--- src/rtl/gpio_in_filter.sv ---
// GPIO input conditioning: per-pin synchroniser, programmable debounce filter,
// edge detection and sticky edge status with a combined interrupt.
module gpio_in_filter #(
  parameter int WIDTH       = 8,
  parameter int SYNC_STAGES = 2,
  parameter int DBC_WIDTH   = 16
) (
  input  logic                 clk_i,
  input  logic                 rst_i,
  input  logic [WIDTH-1:0]     pad_c_i,
  input  logic [WIDTH-1:0]     dbc_en_i,
  input  logic [DBC_WIDTH-1:0] dbc_lmt_i,
  input  logic [WIDTH-1:0]     rise_en_i,
  input  logic [WIDTH-1:0]     fall_en_i,
  input  logic [WIDTH-1:0]     stat_clr_i,
  output logic [WIDTH-1:0]     filt_o,
  output logic [WIDTH-1:0]     stat_o,
  output logic                 irq_o
);

  logic [WIDTH-1:0] r_sync [SYNC_STAGES];
  logic [WIDTH-1:0] w_sync;
  logic [WIDTH-1:0] w_filt;
  logic [WIDTH-1:0] r_filt_d;
  logic [WIDTH-1:0] r_stat;
  logic [WIDTH-1:0] w_rise;
  logic [WIDTH-1:0] w_fall;

  // Plain flop chain only: no logic between stages so metastability can settle.
  always_ff @(posedge clk_i or posedge rst_i) begin
    if (rst_i) begin
      for (int s = 0; s < SYNC_STAGES; s++) begin
        r_sync[s] <= '0;
      end
    end else begin
      r_sync[0] <= pad_c_i;
      for (int s = 1; s < SYNC_STAGES; s++) begin
        r_sync[s] <= r_sync[s-1];
      end
    end
  end

  assign w_sync = r_sync[SYNC_STAGES-1];

  for (genvar g = 0; g < WIDTH; g++) begin : g_pin
    logic [DBC_WIDTH-1:0] r_cnt;
    logic                 r_filt;

    // Counter holds how many cycles the input has already disagreed with the
    // filtered level; reaching the limit lets the new level through.
    always_ff @(posedge clk_i or posedge rst_i) begin
      if (rst_i) begin
        r_cnt  <= '0;
        r_filt <= 1'b0;
      end else if (!dbc_en_i[g]) begin
        r_cnt  <= '0;
        r_filt <= w_sync[g];
      end else if (w_sync[g] == r_filt) begin
        r_cnt  <= '0;
      end else if (r_cnt >= dbc_lmt_i) begin
        r_cnt  <= '0;
        r_filt <= w_sync[g];
      end else begin
        r_cnt  <= r_cnt + DBC_WIDTH'(1);
      end
    end

    assign w_filt[g] = r_filt;
  end

  assign w_rise = w_filt & ~r_filt_d;
  assign w_fall = ~w_filt & r_filt_d;

  // A new enabled edge outranks a clear arriving in the same cycle.
  always_ff @(posedge clk_i or posedge rst_i) begin
    if (rst_i) begin
      r_filt_d <= '0;
      r_stat   <= '0;
    end else begin
      r_filt_d <= w_filt;
      r_stat   <= (r_stat & ~stat_clr_i) | (w_rise & rise_en_i) | (w_fall & fall_en_i);
    end
  end

  assign filt_o = w_filt;
  assign stat_o = r_stat;
  assign irq_o  = |r_stat;

endmodule

--- config.mk ---
export PLATFORM = sky130hd
export DESIGN_NAME = gpio_in_filter
export DESIGN_NICKNAME = d
export VERILOG_FILES = /design/src/rtl/gpio_in_filter.sv
export SDC_FILE = /design/constraint.sdc
export NUM_CORES = 1
export LEC_CHECK = 0
export CORE_UTILIZATION = 65
export DETAILED_ROUTE_END_ITERATION = 10
export DONT_BUFFER_PORTS = 1
export GPL_ROUTABILITY_DRIVEN = 0
export GPL_TIMING_DRIVEN = 0
export PLACE_DENSITY = 0.85
export SETUP_SLACK_MARGIN = 0.3
export SYNTH_ARGS = -nofsm -noshare
export SYNTH_HDL_FRONTEND = slang
export SYNTH_SLANG_ARGS = --single-unit
--- constraint.sdc ---
create_clock -name clk_i -period 16.23 [get_ports clk_i]
set_clock_uncertainty 0.1 [all_clocks]
set_input_delay 1.623 -clock clk_i [delete_from_list [all_inputs] [get_ports clk_i]]
set_output_delay 1.623 -clock clk_i [all_outputs]
set_load 0.03 [all_outputs]
==> summary by stage <==
Pwr
Summed over all nets, the switching power comes to 0.0002590 W. The internal power consumption is 0.0007235 W. Of the total power, combinational logic draws 0.098. Power spread over the standard cell area amounts to 86.59 nW/um^2. The clock group share of total power is 0.437. The share of total power dissipated in sequential elements is 0.465. The total power is 0.0009825 W. The switching fraction of total power is 0.2636. The maximum vdd drop is 0.08697 mV. The analysis attributes to cell leakage a power of 5.238 nW.

Logic synthesis
Among all flip-flop cells after synthesis, the most frequent one is sky130_fd_sc_hd__dfrtp_1. For this run, the register share of the synthesized area comes to 0.4033. The share of the synthesized area in the top cell type is 0.4033.

When the netlist entered floorplanning its net count stood at 1249. By area the synthesized netlist is led by sky130_fd_sc_hd__dfrtp_1, sky130_fd_sc_hd__ha_1, sky130_fd_sc_hd__xor2_1. The number of synthesis warnings is 0.

The mean cell area of the mapped netlist is 9.880 um^2. The register bit count reported by yosys is approximately 170. In this run, synthesis inferred 0 flip-flops with an integrated enable.

The post-synthesis async set-or-reset flop share is 1.000. The post-synthesis instance area is 10420 um^2. The number of distinct library cell variants in the gate-level netlist after synthesis is 59. Counting every instance in the synthesized netlist gives 1055. The post-synthesis cell type with the largest combined area is sky130_fd_sc_hd__dfrtp_1.

Cells and area
The net count of the finished layout is between 1000 and 1500. The total inserted antenna cells is 0. The number of fill cells in the layout is 1082. Of the cells placed in the final design, the portion with a size suffix greater than 1 is 0.06348. Compared with the post-synthesis result, the final layout area differs by 8.847%.

STA
Of the available clock period, the critical path in the final layout requires 0.2248. For this run, the top clock speed supported by timing is between 200 and 300 MHz. Setup repair after global routing left no endpoint under its margin. At the pin with the least slew margin, the transition time is 0.7756 ns.

The final-report setup violation count is 0. The clock period minus worst slack is 3.648 ns. The total count of hold-check failures in the final report is 0. Setup slack closes at 12.58 ns. The worst slew margin relative to its limit is 0.4795. The max-slew violation count is 0. Setup total negative slack on the finished layout was measured at 0 ns.

Setup path
The kind of end point of the critical path is a flip-flop. Traced cell by cell, the critical path runs through inv_1 > ha_1 > and2_0 > a221o_1 > a21oi_1 > o211ai_1 > buf_2 > nor2_1. The critical path contains buffers and inverters numbering 2 combined. The cell with the largest stage delay on the worst path is sky130_fd_sc_hd__inv_1. The gate family responsible for the most delay along the worst path is compound AO/OA/AOI/OAI gates.

For the worst setup path, the data arrival time is 3.90 ns. The startpoint type of the worst setup path is an input port. The maximum fanout count along the critical path is 10. For flop-to-flop paths, the worst setup slack is 13.60 ns.

The biggest cell delay along the critical path is 0.45 ns. The required time of the critical path is 16.48 ns. The critical path start-end classification is input port to flip-flop.

Floorplanning
The region available for standard cell placement spans about 15000 um^2. Measured along the x axis, the die boundary spans between 100 and 150 um. The die height is 128.6 um.

The initial utilization of the core area, before any placement, comes to 0.6757. The number of placement rows is 45. The die area is between 15000 and 20000 um^2. The number of top-level pins is 75.

Clock tree
The number of clock sinks is 168. Clock tree synthesis selected as its root buffer the cell sky130_fd_sc_hd__clkbuf_16. TritonCTS built the clock tree. The hold-fix buffer count after cts is 0. Buffers inserted during clock tree synthesis total 17.

Clock-pin slew was measured on the worst setup and hold paths at roughly 0.07 ns. Clock latency on the worst-skew pair, taken at its later pin, is 0.43 ns. The number of setup buffers added after CTS is 0. No sink is reached through more buffers than the 2 on the longest clock path. After clock tree synthesis, the repair step resized 0 gates. The maximum level of the CTS H-tree is 4.

Global routing
Entering global routing, the biggest net connects 86 pins. The total overflow left after global routing is 0. The initial antenna violation count is 0. The wire length of the first global-routing pass is slightly below 40000 um.

In the global route stage, overall resource usage came out at 0.3104. The number of global-route vias before repair came to 7861.

Routing
The pre-antenna-repair detailed-routing pass consisted of 7 iterations. In the final routed layout, each cell accounts on average for 18.67 um. The routed layout has 8027 vias. The detailed router finished its first iteration with 702 violations. In the routed layout, each cell is associated on average with a via count of 6.184. After detailed routing, the total wire length is between 20000 and 25000 um. Once detail routing completed, the nets flagged for antenna violations numbered 0. In the routed design, unresolved DRC markers number 0.

Worst hold path
In this run the worst hold path is classified as flip-flop to flip-flop.

Placed design
The quantity of I/O buffers inserted on ports is 0. Detailed placement finished with a half-perimeter wire length of roughly 16000 um. The post-placement setup slack is 12.19 ns.

Run
The number of max-cap violations is 0.

Run status
The run finished with clean final reports.
synth_stat cells (15+ instances only):
cell                         n
sky130_fd_sc_hd__nand2_1    82
sky130_fd_sc_hd__nor2_1    128
sky130_fd_sc_hd__and4_1     19
sky130_fd_sc_hd__and3_1     15
sky130_fd_sc_hd__ha_1      136
sky130_fd_sc_hd__nand4_1    34
sky130_fd_sc_hd__inv_1      57
sky130_fd_sc_hd__xor2_1     69
sky130_fd_sc_hd__nor3_1     17
sky130_fd_sc_hd__xnor2_1    50
sky130_fd_sc_hd__o21ai_0    21
sky130_fd_sc_hd__a211oi_1   15
sky130_fd_sc_hd__nor4_1     29
sky130_fd_sc_hd__nand3_1    52
sky130_fd_sc_hd__dfrtp_1   168
sky130_fd_sc_hd__a21oi_1    32
registers in the layout, indices dropped and copies added (netlist names):
register      flops
g_pin.r_cnt     128
w_sync            8
g_pin.r_filt      8
r_filt_d          8
stat_o            8
r_sync            8
worst paths after layout:
check / start / end / cells after the start
min in group asynchronous: rst_i / g_pin[2].r_cnt[7] / 1
max in group asynchronous: rst_i / g_pin[1].r_cnt[6] / 2
min: r_sync[12] / w_sync[4] / 0
max: dbc_lmt_i[11] / g_pin[7].r_cnt[11] / 8
min reg2reg: r_sync[12] / w_sync[4] / 0
max reg2reg: g_pin[7].r_cnt[0] / g_pin[7].r_cnt[11] / 8
cell type report:
type                    instances  area (um^2)  area share
plain buffers                  25        141.4     0.01246
clock buffers                  17        425.4     0.03749
clock inverters                14        197.7     0.01742
inverters                      57        221.5     0.01952
multi-input cells             805         5864      0.5169
flip-flops and latches        168         4204      0.3705
well taps                     211        264.0     0.02327
repair buffers                  1        27.53    0.002426
through the flow:
stage | std cells | cell area (um^2) | utilization | hold slack [ns]
after global placement | 1266 | 10690 | 0.6928 | 0.2327
after detailed placement | 1267 | 10720 | 0.6951 | 0.2356
after global routing | 1298 | 11350 | 0.7354 | 0.2529
after floorplan | 1055 | 10420 | - | 0.2312
after CTS | 1298 | 11350 | 0.7354 | 0.2505
final | 1298 | 11350 | 0.7354 | 0.2475
logic make-up after synthesis:
| family | share of synthesized area |
|---|---|
| AOI/OAI and AO/OA | 0.09159 |
| xor gates and xnor gates | 0.09999 |
| muxes | 0.005401 |
| and+or+nand+nor | 0.2024 |
| buffers and inverters | 0.03409 |
| DFF | 0.4033 |
| adders and majority gates | 0.1632 |
cells in the final DEF (no fill, tap or decap), drive strengths merged, types with 4 or more instances in the layout:
cell type,n
o221ai,7
o21ai,24
o21a,7
bufinv,4
a21o,6
clkbuf,24
nand2b,10
nor2b,4
nor3,17
nand3,54
dfrtp,168
nor2,128
a2111oi,10
o211ai,4
buf,19
ha,136
nand4,34
clkinvlp,5
nor4,30
and4,19
xnor2,50
and2,8
inv,59
a211oi,15
nand3b,7
mux2,5
and3,15
nand2,82
xor2,69
a21oi,34
metal layers:
| layer | global-route usage | share of wire | routed length, um |
|---|---|---|---|
| met5 | 0 | 0 | 0 |
| met4 | 0.1294 | 0.030 | 721 |
| met3 | 0.06611 | 0.053 | 1295 |
| met2 | 0.5243 | 0.49 | 11850 |
| met1 | 0.3874 | 0.43 | 10360 |
power groups by stage:
| stage | registers, W | logic [W] | clock network (W) |
|---|---|---|---|
| 2_1_floorplan | 0.000457 | 0.0000715 | 0 |
| 3_3_place_gp | 0.000464 | 0.0000902 | 0 |
| 3_5_place_dp | 0.000464 | 0.0000950 | 0 |
| 4_1_cts | 0.000456 | 0.0000966 | 0.000435 |
| 5_1_grt | 0.000458 | 0.000108 | 0.000449 |
| 6_report | 0.000456 | 0.0000965 | 0.000429 |
Power figures use the tool's default switching activity.
